[src/rtl/gray_pkg.sv]
`default_nettype none
// +----------------------------------------------------------------------+
// | gray_pkg : shared state encoding and Gray-to-binary helper           |
// | Rev 1.0                                                              |
// +----------------------------------------------------------------------+
package gray_pkg;

  localparam int GRAY_MAX_W = 32;

  typedef enum logic [0:0] {
    ST_IDLE  = 1'b0,
    ST_TRACK = 1'b1
  } state_t;

  // Zero-extended input decodes to a zero-extended result, so one fixed-width
  // prefix-XOR serves every WIDTH up to GRAY_MAX_W.
  function automatic logic [GRAY_MAX_W-1:0] gray2bin(input logic [GRAY_MAX_W-1:0] g);
    logic [GRAY_MAX_W-1:0] b;
    b = '0;
    b[GRAY_MAX_W-1] = g[GRAY_MAX_W-1];
    for (int i = GRAY_MAX_W-2; i >= 0; i--) begin
      b[i] = b[i+1] ^ g[i];
    end
    return b;
  endfunction

endpackage
`default_nettype wire

[src/rtl/gray_to_binary.sv]
`default_nettype none
// +----------------------------------------------------------------------+
// | gray_to_binary : combinational WIDTH-bit Gray decoder                |
// | Rev 1.0                                                              |
// +----------------------------------------------------------------------+
module gray_to_binary
  import gray_pkg::*;
#(
  parameter int WIDTH = 4
) (
  input  logic [WIDTH-1:0] gray,
  output logic [WIDTH-1:0] bin
);

  assign bin = WIDTH'(gray2bin(GRAY_MAX_W'(gray)));

endmodule
`default_nettype wire

[src/rtl/gray_step_monitor.sv]
`default_nettype none
// +----------------------------------------------------------------------+
// | gray_step_monitor : decodes a Gray position stream and classifies    |
// | each move as up / down / unchanged / illegal; counts illegal jumps.  |
// | Rev 1.0                                                              |
// +----------------------------------------------------------------------+
module gray_step_monitor
  import gray_pkg::*;
#(
  parameter int WIDTH     = 4,
  parameter int ERR_CNT_W = 8
) (
  input  logic                 clk,
  input  logic                 rst,
  input  logic                 g_valid,
  input  logic [WIDTH-1:0]     g_in,
  input  logic                 clear,
  output logic [WIDTH-1:0]     b_out,
  output logic                 b_valid,
  output logic                 step_up,
  output logic                 step_dn,
  output logic                 step_err,
  output logic [ERR_CNT_W-1:0] err_cnt,
  output logic                 primed
);

  state_t           r_state;
  logic [WIDTH-1:0] r_ref;
  logic [WIDTH-1:0] w_dec;
  logic [WIDTH-1:0] w_plus;
  logic [WIDTH-1:0] w_minus;

  gray_to_binary #(.WIDTH(WIDTH)) u_dec (
    .gray (g_in),
    .bin  (w_dec)
  );

  assign w_plus  = r_ref + WIDTH'(1);
  assign w_minus = r_ref - WIDTH'(1);

  always_ff @(posedge clk or posedge rst) begin
    if (rst) begin
      r_state  <= ST_IDLE;
      r_ref    <= '0;
      b_out    <= '0;
      b_valid  <= 1'b0;
      step_up  <= 1'b0;
      step_dn  <= 1'b0;
      step_err <= 1'b0;
      err_cnt  <= '0;
      primed   <= 1'b0;
    end else begin
      b_valid  <= 1'b0;
      step_up  <= 1'b0;
      step_dn  <= 1'b0;
      step_err <= 1'b0;
      if (clear) begin
        // The coincident sample is dropped; b_out keeps its last value.
        r_state <= ST_IDLE;
        r_ref   <= '0;
        err_cnt <= '0;
        primed  <= 1'b0;
      end else if (g_valid) begin
        b_out   <= w_dec;
        b_valid <= 1'b1;
        r_ref   <= w_dec;
        case (r_state)
          ST_IDLE: begin
            r_state <= ST_TRACK;
            primed  <= 1'b1;
          end
          ST_TRACK: begin
            // Up is tested before down so WIDTH=1 resolves to step_up.
            if (w_dec == r_ref) begin
              // unchanged position
            end else if (w_dec == w_plus) begin
              step_up <= 1'b1;
            end else if (w_dec == w_minus) begin
              step_dn <= 1'b1;
            end else begin
              step_err <= 1'b1;
              if (err_cnt != '1) err_cnt <= err_cnt + ERR_CNT_W'(1);
            end
          end
          default: r_state <= ST_IDLE;
        endcase
      end
    end
  end

endmodule
`default_nettype wire

[config.mk]
export PLATFORM = sky130hd
export DESIGN_NAME = gray_step_monitor
export DESIGN_NICKNAME = d
export VERILOG_FILES = /design/src/rtl/gray_pkg.sv /design/src/rtl/gray_to_binary.sv /design/src/rtl/gray_step_monitor.sv
export SDC_FILE = /design/constraint.sdc
export NUM_CORES = 1
export LEC_CHECK = 0
export CAP_MARGIN = 40
export CORE_MARGIN = 2
export CORE_UTILIZATION = 56
export CTS_CLUSTER_SIZE = 25
export DETAILED_ROUTE_END_ITERATION = 7
export DONT_BUFFER_PORTS = 1
export HOLD_SLACK_MARGIN = 0.02
export MAX_ROUTING_LAYER = met4
export PLACE_DENSITY = 0.74
export RECOVER_POWER = 50
export SYNTH_ARGS = -nofsm -noshare
export SYNTH_HDL_FRONTEND = slang
export SYNTH_SLANG_ARGS = --single-unit
[constraint.sdc]
create_clock -name clk -period 2.25 [get_ports clk]
set_input_delay 0.225 -clock clk [delete_from_list [all_inputs] [get_ports clk]]
set_output_delay 0.225 -clock clk [all_outputs]
set_load 0.05 [all_outputs]
## Yosys cells after proc, flatten, opt, wreduce, memory -nomap -nowiden

Index checks and enable logic that the tools add are counted.

- Add/subtract/negate cells: 3
- Equal/unequal tests: 8
- Multiplexer cells: 33
- Bitwise operators: 4
- Reductions and logical operators: 6

Operators with widths:

| kind | number |
|---|---|
| 8-bit two-way mux | 7 |
| 1-bit two-way mux | 24 |
| 4-bit == test | 3 |
| 8-bit by 1-bit adder with 8-bit output (second input constant) | 1 |
| 4-bit two-way mux | 2 |
| 2-bit != test (second input constant) | 4 |
| 8-bit != test (second input constant) | 1 |
| 6-bit AND reduction | 1 |
| 2-bit nonzero test | 3 |
| 4-bit by 1-bit adder with 4-bit output (second input constant) | 1 |
| 2-bit AND reduction | 2 |
| 4-bit by 1-bit subtractor with 4-bit output (second input constant) | 1 |
| 1-bit bitwise XOR | 3 |
| 1-bit NOT | 1 |

- Register bits after elaboration: 22
- Input port bits: 8
- Output and inout port bits: 17

## Longest topological paths before layout

- Depth in word-level cells: 10
- Gate-level depth with buffers: 9
- Gate-level depth less buffers: 7

## By module

From an unflattened synthesis, not the netlist that was laid out.

- Cells, all modules: 114
- Area total of the unflattened synthesis: 1217.4 um^2

Modules (own cells, without submodules):

| module | times used | cells each | area an instance (um^2) |
|---|---|---|---|
| gray_step_monitor | 1 | 109 | 1167.4 |
| gray_to_binary | 1 | 5 | 50.0 |

## Worst setup path after synthesis

Ideal clock, no wire load.

- Kind: register -> register
- From: register err_cnt[0]
- To: register err_cnt[7]
- Library setup time: 77 ps
- Data arrival time: 2164 ps
- Required time: 2173 ps
- Slack: 8 ps
- Stages on the path, launching flop included: 7
- Path buffers: 0
- Period minus slack after synthesis: 2242 ps
- Cells stage by stage: dfrtp_1 -> ha_1 -> nand3_1 -> o211ai_1 -> or3_4 -> or4_1 -> a21oi_1

- Longest elaborated chain between the ends: 8

Ends and longest elaborated chain:

| what | RTL line | RTL |
|---|---|---|
| start: declaration | gray_step_monitor.sv:23 | `output logic [ERR_CNT_W-1:0] err_cnt,` |
| start signal: assignment | gray_step_monitor.sv:82 | `if (err_cnt != '1) err_cnt <= err_cnt + ERR_CNT_W'(1);` |
| 8-bit by 1-bit adder with 8-bit output | gray_step_monitor.sv:82 |  |
| 8-bit two-way mux | gray_step_monitor.sv:82 |  |
| 8-bit two-way mux | gray_step_monitor.sv:78 | `end else if (w_dec == w_minus) begin` |
| 8-bit two-way mux | gray_step_monitor.sv:76 | `end else if (w_dec == w_plus) begin` |
| 8-bit two-way mux | gray_step_monitor.sv:74 | `if (w_dec == r_ref) begin` |
| 8-bit two-way mux | gray_step_monitor.sv:67 | `case (r_state)` |
| 8-bit two-way mux | gray_step_monitor.sv:63 | `end else if (g_valid) begin` |
| 8-bit two-way mux | gray_step_monitor.sv:57 | `if (clear) begin` |

Several ways; a longest one is shown, not always the timed one. The select of a mux whose other input is x is not followed.
A chain may end at the register's enable or synchronous reset.

## Worst setup path in the final report

- From: register r_ref[0]
- To: register err_cnt[1]

- Longest elaborated chain between the ends: 4

Ends and longest elaborated chain:

| what | RTL line | RTL |
|---|---|---|
| start: declaration | gray_step_monitor.sv:28 | `logic [WIDTH-1:0] r_ref;` |
| start signal: assignment | gray_step_monitor.sv:66 | `r_ref <= w_dec;` |
| 4-bit by 1-bit subtractor with 4-bit output / 4-bit by 1-bit adder with 4-bit output (equally long branches) | gray_step_monitor.sv:39, gray_step_monitor.sv:38 |  |
| 4-bit == test, on equally long branches | gray_step_monitor.sv:78, gray_step_monitor.sv:76 |  |
| 2-bit != test (no line) | -- |  |
| 6-bit AND reduction (no line) * | -- |  |

Mark *: on every way between the ends. The rest lies on a longest branch, timed or not.

==> run summary <==
- finished, final reports clean — result of the run
- done — clock tree from TritonCTS
- 2.52 ns — worst path required time
- 0.33 ns — later-pin clock latency in the skew report
- 20 x sky130_fd_sc_hd__dfrtp_1, 14 x sky130_fd_sc_hd__buf_4, 13 x sky130_fd_sc_hd__nand2_1, 13 x sky130_fd_sc_hd__nor2_1 — highest-count cells in the layout ignoring fill and taps
- 1036 — number of global-route vias before repair
- 27.8% — fraction of final layout cells with drive strength greater than 1
- 24.1% — total track usage
- register to register — startpoint-to-endpoint class of the critical path
- 38 — count of routing violations after the opening detailed-route iteration
- 6 — CP Max Fanout
- 2.17 ns — Min Clock Period, post-route
- 1390 um2 — area post-placement
- 17 — standard-cell row count
- 0 — number of DRC violations after detailed routing
- 52.8 um — height of the die
- 7 — logic depth of the worst register-to-register path
- 1.96 mm — hpwl dp
- 25 — number of top-level pins
- inv_2, ha_4, nor3b_1, o211ai_2, o221ai_4, or4b_4, a21oi_2 — CP Cell Sequence
- 4 — detailed-routing iteration count for the pre-antenna-repair pass
- 59.7% — initial core utilization
- 0.0101 ns — worst hold slack
- 0 — antenna violations before repair
- 44 — Cell variety after synth
- 0 — Routed Antenna Nets
- 100% — Synth async-reset ratio
- 0.694 nW — leakage power summed over all cells
- 22 — clock sink total
- 786 um2 — area of the multi-input gates
- 141 — Synthesized Nets
- 17.4% — growth of design area from synthesis to finish
- 156 — filler cell count in the final layout
- r_state$_DFFE_PP0N_ — end point of the most critical hold path
- 460 MHz — Max Clk Rate
- 41.3% — portion of the post-synthesis area used by sequential elements
- 0 — EDFF count, synth
- 4.74 mm — first-pass GRT wire length
- 1 — Max H-tree Level
- 620 nW/um2 — power density of the placed cells
- 3.09 mm — total wirelength of the detailed-routed design
- 1560 um2 — Finished Cell Area
- 0.379 mV — worst IR drop on VDD
- register — CP startpoint kind
- 2.44 ns — arrival time at the worst endpoint
- 17.9 um — wire length per cell
- sky130_fd_sc_hd__dfrtp_1 — primary flip-flop cell chosen by synthesis mapping
- 96.6% — fin crit share
- 0 — final max-slew violation count
- true — RSZ-0062 raised after global routing
- 0.803 ns — transition at the pin with the smallest max-transition slack
- sky130_fd_sc_hd__clkbuf_4 — Clk Tree Root Cell
- err_cnt[1]$_DFFE_PP0P_ — reg-to-reg endpoint
- 2 — maximum buffer depth of the clock tree
- 10.3 um2 — Avg Inst Size Synth
- 0 — setup violation total in the final timing report
- r_ref[0]$_DFFE_PP0N_ — critical register-to-register path startpoint
- 0.08 ns — r2r setup slk
- 2 — WHS Path Cells
- 0.13 ns — clock slew at the register clock pins of the worst setup and hold paths
- 1330 um2 — netlist area before placement
- 0 — gr ovfl total
- sky130_fd_sc_hd__dfrtp_1 — most common library cell in the layout ignoring fill and taps
- 3 — number of buffers created by CTS
- 22 — flops & latches, synth
- sky130_fd_sc_hd__or4b_4 — Slowest cell on crit path
- 0 — count of inserted antenna diode cells
- 0 — count of final hold-check violations
- register — category of the worst setup path capture point
- 0.00347 ns — post-route clock skew
- 1087 — routed via count
- 23 — largest net degree at the start of global routing
- 1 — Bufs and invs on worst path
- simple AND/OR/NAND/NOR gates — Largest delay share family, worst path
- 0 — Syn. warnings
- 0.57 ns — slowest stage delay, CP
- 553 um2 — register cell area after layout
- 52.8 um — Die Wd
- 0 — number of buffers inserted by port buffering
- 156 — Post-layout nets
- 46.4% — slew margin rel.
- input pin to register — worst hold path class
- 0 — number of maximum-capacitance constraint violations
- 0.879 — routability congestion estimate from global placement
- 2230 um2 — Std-Cell Core Area
- g_valid — hold path start
- 6.32 — Via-to-Cell Ratio
- 130 — Gate Count Post-Synth
- 2790 um2 — overall die area
## kinds of logic (layout without fill, tap and decap cells)
logic type	Yosys count	in the layout	share of synthesized area (%)
buf+inv	13	26	6.85
mux	4	4	3.47
simple gates	53	53	22.1
fa+ha+maj	3	3	2.82
xor+xnor	12	12	10.8
flops	22	22	41.3
compound gates	23	24	12.7
## Yosys cell counts, types with 2 or more instances
library cell,number,share of area [%]
sky130_fd_sc_hd__nor2_1,13,3.7
sky130_fd_sc_hd__xor2_1,5,3.3
sky130_fd_sc_hd__mux2i_1,2,1.5
sky130_fd_sc_hd__xnor2_1,4,2.6
sky130_fd_sc_hd__nor3b_1,2,1.1
sky130_fd_sc_hd__or4b_1,2,1.5
sky130_fd_sc_hd__nor4_1,2,0.94
sky130_fd_sc_hd__ha_1,3,2.8
sky130_fd_sc_hd__a21oi_1,7,2.6
sky130_fd_sc_hd__o31ai_1,3,1.7
sky130_fd_sc_hd__nand3_1,5,1.9
sky130_fd_sc_hd__nor3_1,2,0.75
sky130_fd_sc_hd__dfrtp_1,22,41
sky130_fd_sc_hd__buf_6,5,4.2
sky130_fd_sc_hd__a211oi_1,2,1.1
sky130_fd_sc_hd__or4_1,2,1.1
sky130_fd_sc_hd__or3_1,2,0.94
sky130_fd_sc_hd__nor2b_1,2,0.94
sky130_fd_sc_hd__o21ai_0,3,1.1
sky130_fd_sc_hd__and3_1,2,0.94
sky130_fd_sc_hd__inv_1,5,1.4
sky130_fd_sc_hd__nand2_1,13,3.7
## report_power, final
group / leakage [nW] / internal (mW) / total, mW / switching, mW
clock: 0.0210 / 0.0994 / 0.235 / 0.135
sequential: 0.291 / 0.419 / 0.496 / 0.0769
combinational: 0.382 / 0.0998 / 0.239 / 0.139
## flip-flops by register name (all words and copies together) (netlist names)
signal,count
r_ref,4
primed,1
b_out,4
b_valid,1
step_up,1
step_err,1
err_cnt,8
r_state,1
step_dn,1
## worst max-delay path by stage
stage | startpoint | end | slack [ns] | cells past startpoint
4_1_cts | r_ref[0]$_DFFE_PP0N_ | err_cnt[2]$_DFFE_PP0P_ | 0.04 | 7
2_1_floorplan | err_cnt[0]$_DFFE_PP0P_ | err_cnt[7]$_DFFE_PP0P_ | 0.008 | 6
3_3_place_gp | r_ref[0]$_DFFE_PP0N_ | err_cnt[2]$_DFFE_PP0P_ | 0.04 | 7
5_1_grt | r_ref[0]$_DFFE_PP0N_ | err_cnt[1]$_DFFE_PP0P_ | -0.02 | 7
6_report | r_ref[0]$_DFFE_PP0N_ | err_cnt[1]$_DFFE_PP0P_ | 0.08 | 7
3_5_place_dp | r_ref[0]$_DFFE_PP0N_ | err_cnt[2]$_DFFE_PP0P_ | -0.02 | 7
## layer usage
layer	part of all wire, %	track usage, %
met2	49	37.7
met5	0	-
met4	2.0	9.40
met1	43	31.5
met3	5.3	3.71
## area by class of cell
class,count,share of cell area [%]
Clock buffer,4,2.32
Inverter,5,1.20
Multi-Input combinational cell,96,50.2
Sequential cell,22,35.4
Tap cell,28,2.24
Timing Repair Buffer,17,8.64
## what timing repair did
action | in CTS | in global routing
buffers inserted | 0 | 2
endpoints found under the hold margin | 33 | 0
cloned | 0 | 1
hold buffers | 3 | 0
pin swaps | 0 | 3
endpoints found under the setup margin | 5 | 7
resized for setup | 3 | 11
## stage by stage
step	utilization (%)	setup TNS [ns]	total power, mW	std cells	setup WS [ns]
5_1_grt	70.0	-0.0180	1.01	172	-0.0180
3_3_place_gp	62.0	0	0.675	162	0.0429
6_report	70.0	0	0.970	172	0.0774
4_1_cts	65.9	0	0.927	169	0.0358
3_5_place_dp	62.0	-0.0211	0.683	162	-0.0168
2_1_floorplan	-	0	0.664	130	0.00849
Power figures use the tool's default switching activity.
